`src/rtl/useq_state_ctrl.sv`:
```
// Micro-sequencer state holder for the multicycle TSC CPU.
// Holds the current control state, which feeds the microprogram ROM, and
// consumes the ROM's next-state word. It stalls in memory states until the
// access completes, enforces halt, counts retired instructions and cycles,
// and raises sticky flags for microcode and memory faults.

package useq_state_pkg;

  localparam int WORD_SIZE = 16;

  // Control-state encodings shared with the microprogram ROM.
  localparam logic [4:0] STATE_C1       = 5'd0;   // fetch (memory state)
  localparam logic [4:0] STATE_C2       = 5'd1;   // decode
  localparam logic [4:0] STATE_ADD1     = 5'd2;
  localparam logic [4:0] STATE_SUB1     = 5'd3;
  localparam logic [4:0] STATE_AND1     = 5'd4;
  localparam logic [4:0] STATE_ORR1     = 5'd5;
  localparam logic [4:0] STATE_NOT1     = 5'd6;
  localparam logic [4:0] STATE_TCP1     = 5'd7;
  localparam logic [4:0] STATE_SHL1     = 5'd8;
  localparam logic [4:0] STATE_SHR1     = 5'd9;
  localparam logic [4:0] STATE_ADI1     = 5'd10;
  localparam logic [4:0] STATE_ORI1     = 5'd11;
  localparam logic [4:0] STATE_LHI1     = 5'd12;
  localparam logic [4:0] STATE_LW1      = 5'd13;
  localparam logic [4:0] STATE_LW2      = 5'd14;  // load data access (memory state)
  localparam logic [4:0] STATE_LW3      = 5'd15;
  localparam logic [4:0] STATE_SW1      = 5'd16;
  localparam logic [4:0] STATE_SW2      = 5'd17;  // store data access (memory state)
  localparam logic [4:0] STATE_BR1      = 5'd18;
  localparam logic [4:0] STATE_JMP1     = 5'd19;
  localparam logic [4:0] STATE_JAL1     = 5'd20;
  localparam logic [4:0] STATE_JR1      = 5'd21;
  localparam logic [4:0] STATE_WRITE_RT = 5'd22;
  localparam logic [4:0] STATE_HLT1     = 5'd23;

endpackage : useq_state_pkg

module useq_state_ctrl
  import useq_state_pkg::*;
#(
  parameter int STATE_W    = 5,
  parameter int NUM_STATES = 24,
  parameter int CNT_W      = 16,
  parameter int MAX_WAIT   = 15
) (
  input  logic                 clk,
  input  logic                 reset,
  input  logic [WORD_SIZE-1:0] nextstate,
  input  logic                 mem_done,
  output logic [STATE_W-1:0]   state,
  output logic                 stall,
  output logic                 inst_commit,
  output logic [CNT_W-1:0]     num_inst,
  output logic [CNT_W-1:0]     num_cycle,
  output logic                 is_halted,
  output logic                 ucode_err,
  output logic                 mem_timeout
);

  localparam int WAIT_W = $clog2(MAX_WAIT + 1);

  localparam logic [STATE_W-1:0]   S_C1    = STATE_W'(STATE_C1);
  localparam logic [STATE_W-1:0]   S_LW2   = STATE_W'(STATE_LW2);
  localparam logic [STATE_W-1:0]   S_SW2   = STATE_W'(STATE_SW2);
  localparam logic [STATE_W-1:0]   S_HLT1  = STATE_W'(STATE_HLT1);
  localparam logic [WORD_SIZE-1:0] NS_C1   = WORD_SIZE'(STATE_C1);
  localparam logic [WORD_SIZE-1:0] NS_LIM  = WORD_SIZE'(NUM_STATES);
  // Value the wait counter holds on the stall cycle that uses up the budget.
  localparam logic [WAIT_W-1:0]    WAIT_LAST = WAIT_W'(MAX_WAIT - 1);

  logic [WAIT_W-1:0] wait_cnt;
  logic              is_mem_state;
  logic              is_hlt;
  logic              ns_legal;
  logic              advance;

  // Decodes of the current state and next-state word.
  assign is_mem_state = (state == S_C1) || (state == S_LW2) || (state == S_SW2);
  assign is_hlt       = (state == S_HLT1);
  // Any set bit above the state field also makes the word exceed the limit.
  assign ns_legal     = (nextstate < NS_LIM);

  assign stall   = is_mem_state && !mem_done && !is_halted;
  // Taking the ROM's next state: not halted, not HLT1, not stalled, legal word.
  assign advance = !is_halted && !is_hlt && !stall && ns_legal;

  // Retirement: leaving an instruction's last state back to fetch, or the
  // single cycle in which HLT1 is first reached.
  assign inst_commit = (advance && (state != S_C1) && (nextstate == NS_C1)) ||
                       (is_hlt && !is_halted);

  // State register, counters and sticky fault/halt flags; reset wins.
  // NOTE: every register here is written with <= so all of them update from
  // the same pre-edge values, regardless of statement order in the block.
  always_ff @(posedge clk) begin
    if (reset) begin
      state       <= S_C1;
      wait_cnt    <= '0;
      num_inst    <= '0;
      num_cycle   <= '0;
      is_halted   <= 1'b0;
      ucode_err   <= 1'b0;
      mem_timeout <= 1'b0;
    end else if (!is_halted) begin
      num_cycle <= num_cycle + CNT_W'(1);
      if (inst_commit) begin
        num_inst <= num_inst + CNT_W'(1);
      end
      if (is_hlt) begin
        is_halted <= 1'b1;
      end else if (stall) begin
        wait_cnt <= wait_cnt + WAIT_W'(1);
        if (wait_cnt == WAIT_LAST) begin
          mem_timeout <= 1'b1;
          is_halted   <= 1'b1;
        end
      end else if (!ns_legal) begin
        ucode_err <= 1'b1;
        is_halted <= 1'b1;
      end else begin
        state    <= nextstate[STATE_W-1:0];
        wait_cnt <= '0;
      end
    end
  end

endmodule : useq_state_ctrl

```
`config.mk`:
```
export PLATFORM = sky130hd
export DESIGN_NAME = useq_state_ctrl
export DESIGN_NICKNAME = d
export VERILOG_FILES = /design/src/rtl/useq_state_ctrl.sv
export SDC_FILE = /design/constraint.sdc
export NUM_CORES = 1
export LEC_CHECK = 0
export ABC_AREA = 1
export CORE_ASPECT_RATIO = 1.2
export CORE_MARGIN = 10
export CORE_UTILIZATION = 45
export CTS_CLUSTER_DIAMETER = 100
export DETAILED_ROUTE_END_ITERATION = 10
export PLACE_DENSITY = 0.73
export SLEW_MARGIN = 5
export SYNTH_ARGS = -nofsm -noshare
export SYNTH_HDL_FRONTEND = slang
export SYNTH_SLANG_ARGS = --single-unit
```
`constraint.sdc`:
```
create_clock -name clk -period 2 [get_ports clk]
set_input_delay 0.6 -clock clk [delete_from_list [all_inputs] [get_ports clk]]
set_output_delay 0.6 -clock clk [all_outputs]
set_load 0.01 [all_outputs]
```
==> summary.md, run 1 <==
| Metric | Value |
|---|---|
| Gr usage total | 14.01% |
| CTS H-Tree Depth | 2 |
| Leak | 0.001336 uW |
| Post-Synth Simple-Gate Area | 37.92% |
| Arrival time at the worst endpoint | 1.46 ns |
| XOR/XNOR share of the synthesized area | 6.025% |
| Number of cells on the worst hold path | 2 |
| RSZ-0062 raised after global routing | yes |
| Design area | 0.003427 mm2 |
| Initial antenna violation count | 0 |
| First-pass GRT wire length | 10.34 mm |
| Vias in the first global route | 2343 |
| Most common cell after layout, fill and taps aside | nand2_1 |
| Final wirelength | 6.260 mm |
| Final net count | 452 |
| Core Area | 0.005298 mm2 |
| CTS clk-pin slew, worst paths | 0.09 ns |
| Tmin final | 2.060 ns |
| Clk buf depth | 2 |
| Critical-path maximum fanout | 2 |
| DR WL/cell | 12.72 um |
| Hold_sp | mem_timeout |
| Post-synthesis mux area share | 0% |
| Mapped Cells | 344 |
| Via/cell ratio | 5.039 |
| Worst Setup End Kind | primary output |
| Largest stage delay on the critical path | 0.15 ns |
| Post-Synth Adder-Cell Area | 2.025% |
| Post-Layout Cell Count | 492 |
| Synthesized area | 0.002471 mm2 |
| Layout area overhead | 38.68% |
| Total grt overflow | 0 |
| Max Cap Viol | 0 |
| Largest net degree at the start of global routing | 20 |
| Worst Setup Start Kind | input port |
| Reg2reg path depth | 10 |
| Req. time, crit path | 1.40 ns |
| Synth top area share | 35.65% |
| Max Fclk | 485.4 MHz |
| Synth Area per Inst | 7.183 um2 |
| Final Cycle Share | 103.0% |
| Placer Congestion | 0.9104 |
| Worst skew pair latency | 0.30 ns |
| Slew Viols, Final | 0 |
| Synth top area cells | dfxtp_1 36%, nand2_1 10%, nor2_1 7.6%, nand3_1 5.5%, inv_1 5.0% |
| Placed Cells | 482 |
| Pre-antenna DRT Iters | 4 |
| Commonest non-fill, non-tap cells in the layout | 64 x nand2_1, 44 x nor2_1, 42 x dfxtp_1 |
| Worst min-delay path class | flip-flop to flip-flop |
| Tightest Pin Transition | 0.3956 ns |
| Final setup viols | 1 |
| IO buf count | 60 |
| Vias | 2479 |
| Clk_skew | 0.01547 ns |
| Status | complete, but fails checks |
| PwrDens | 510.6 mW/mm2 |
| Rows | 29 |
| TritonCTS buffer count | 5 |
| Reg2reg end | num_cycle[12] |
| Sequential cell area fraction in the yosys report | 35.65% |
| Final hold viol count | 0 |
| Hold path endpoint | mem_timeout |
| Remaining DRCs | 0 |
| Layout cells sized above 1 | 23.72% |
| CTS root buffer | clkbuf_8 |
| Ports | 61 |
| CP cell instances | buf_6 > nor2_4 > nand2_1 > nor2_2 > nand2_4 > nor2_8 > nand3_4 > nand2_4 > buf_6 |
| Ant diodes | 0 |
| Failing checks | setup timing |
| Clock Sinks | 44 |
| Final Worst Setup Slack | -0.06007 ns |
| Slowest CP cell | nor2_2 |
| Die footprint | 0.008867 mm2 |
| Yosys cell types | 35 |
| FF-to-FF Start | num_cycle[0] |
| DR iter-0 viols | 94 |
| Die Wd | 87.65 um |
| Synthesized flop and latch total | 44 |
| Placed inst area | 0.003278 mm2 |
| Worst slack at placement | -0.8705 ns |
| R2r setup slk | 0.34 ns |
| Syn Nets | 367 |
| Setup CP Type | input port to primary output |
| Largest family of logic cells by synthesized area | simple AND/OR/NAND/NOR gates |
| Leading area contributor after synthesis | dfxtp_1 |
| Hold slack | 0.4543 ns |
| Yosys warns | 0 |
| Routed Antenna Nets | 0 |
| Dpl hpwl | 4.912 mm |
| Compound-gate portion of the synthesized area | 10.73% |
| Peak VDD IR | 257.5 uV |
| Starting Density | 46.65% |
| Die Y | 101.2 um |
| Slew margin rel. | 73.43% |
| CTS tree | built |
| Setup TNS | -0.06007 ns |
[cells in the mapped netlist (all sizes together)]
library cell	n
a211oi	3
a21oi	30
and3	1
buf	3
clkbuf	5
clkinv	1
dfxtp	44
ha	4
inv	35
nand2	81
nand3	31
nand3b	3
nand4	5
nor2	56
nor3	15
nor3b	1
o21a	1
o21ai	8
xnor2	5
xor2	12
[repair_timing]
| action | in CTS | in global routing |
|---|---|---|
| hold buffers | 0 | 0 |
| pin swaps | 19 | 17 |
| resized for setup | 66 | 19 |
| buffers inserted | 2 | 0 |
| endpoints found under the setup margin | 3 | 3 |
[routing by layer]
metal  track usage (%)  part of all wire (%)  vias to the layer above
met5                 0                     0                        -
met4             5.283                   1.6                        0
met3             4.578                   7.1                        9
met2             24.22                    50                       49
met1             15.47                    41                     1143
li1                  -                     -                     1278
[critical path, delay by kind of cell]
| kind | cells | cell delay [ns] |
|---|---|---|
| and+or+nand+nor | 7 | 0.66 |
| buffers and inverters | 2 | 0.19 |
[kinds of logic (layout without fill, tap and decap cells)]
family / after synthesis / in the layout
AND/OR/NAND/NOR: 193 / 193
buffers and inverters: 44 / 130
AO/OA/AOI/OAI: 42 / 42
flip-flops: 44 / 44
adder cells (fa/ha/maj): 4 / 4
XOR/XNOR: 17 / 17
[registers in the layout (all words and copies together) (netlist names)]
register	count
state	5
is_halted	1
num_cycle	16
wait_cnt	4
ucode_err	1
num_inst	16
mem_timeout	1
[through the flow]
stage               utilization [%]  total power [uW]
floorplan                         -             986.0
global route                  64.69              1825
detailed placement            61.88              1077
global placement              61.88              1074
CTS                           63.89              1769
finish                        64.69              1750
[cell type report]
cell class / count / area [um2]
inverters: 36 / 140.1
clock buffers: 5 / 68.82
flip-flops and latches: 44 / 885.9
repair buffers: 86 / 762.0
multi-input cells: 256 / 1446
fillers: 492 / 1871
clock inverters: 3 / 46.29
well taps: 62 / 77.57
[power breakdown]
part           switching, uW  leakage, uW  internal, uW
sequential              12.9     0.000357           886
clock                    322    0.0000548           376
combinational           78.5     0.000924          74.6
[worst max path at each step]
| stage | start | to | slack (ns) | cells past startpoint |
|---|---|---|---|---|
| floorplan | nextstate[6] | inst_commit | -0.03 | 8 |
| global placement | nextstate[6] | inst_commit | -0.83 | 9 |
| detailed placement | nextstate[3] | inst_commit | -0.87 | 9 |
| CTS | nextstate[10] | inst_commit | -0.13 | 9 |
| global route | nextstate[6] | inst_commit | -0.12 | 9 |
| finish | nextstate[6] | inst_commit | -0.06 | 9 |
Power figures use the tool's default switching activity.
==> run 2, diff against run 1 <==
--- a/config.mk
+++ b/config.mk
@@ -10,6 +10,7 @@
 export CORE_MARGIN = 10
 export CORE_UTILIZATION = 45
 export CTS_CLUSTER_DIAMETER = 100
+export CTS_CLUSTER_SIZE = 40
 export DETAILED_ROUTE_END_ITERATION = 10
 export PLACE_DENSITY = 0.73
 export SLEW_MARGIN = 5
==> results of run 2 <==
The final DEF is identical to that of run 1; final timing and power are the same.
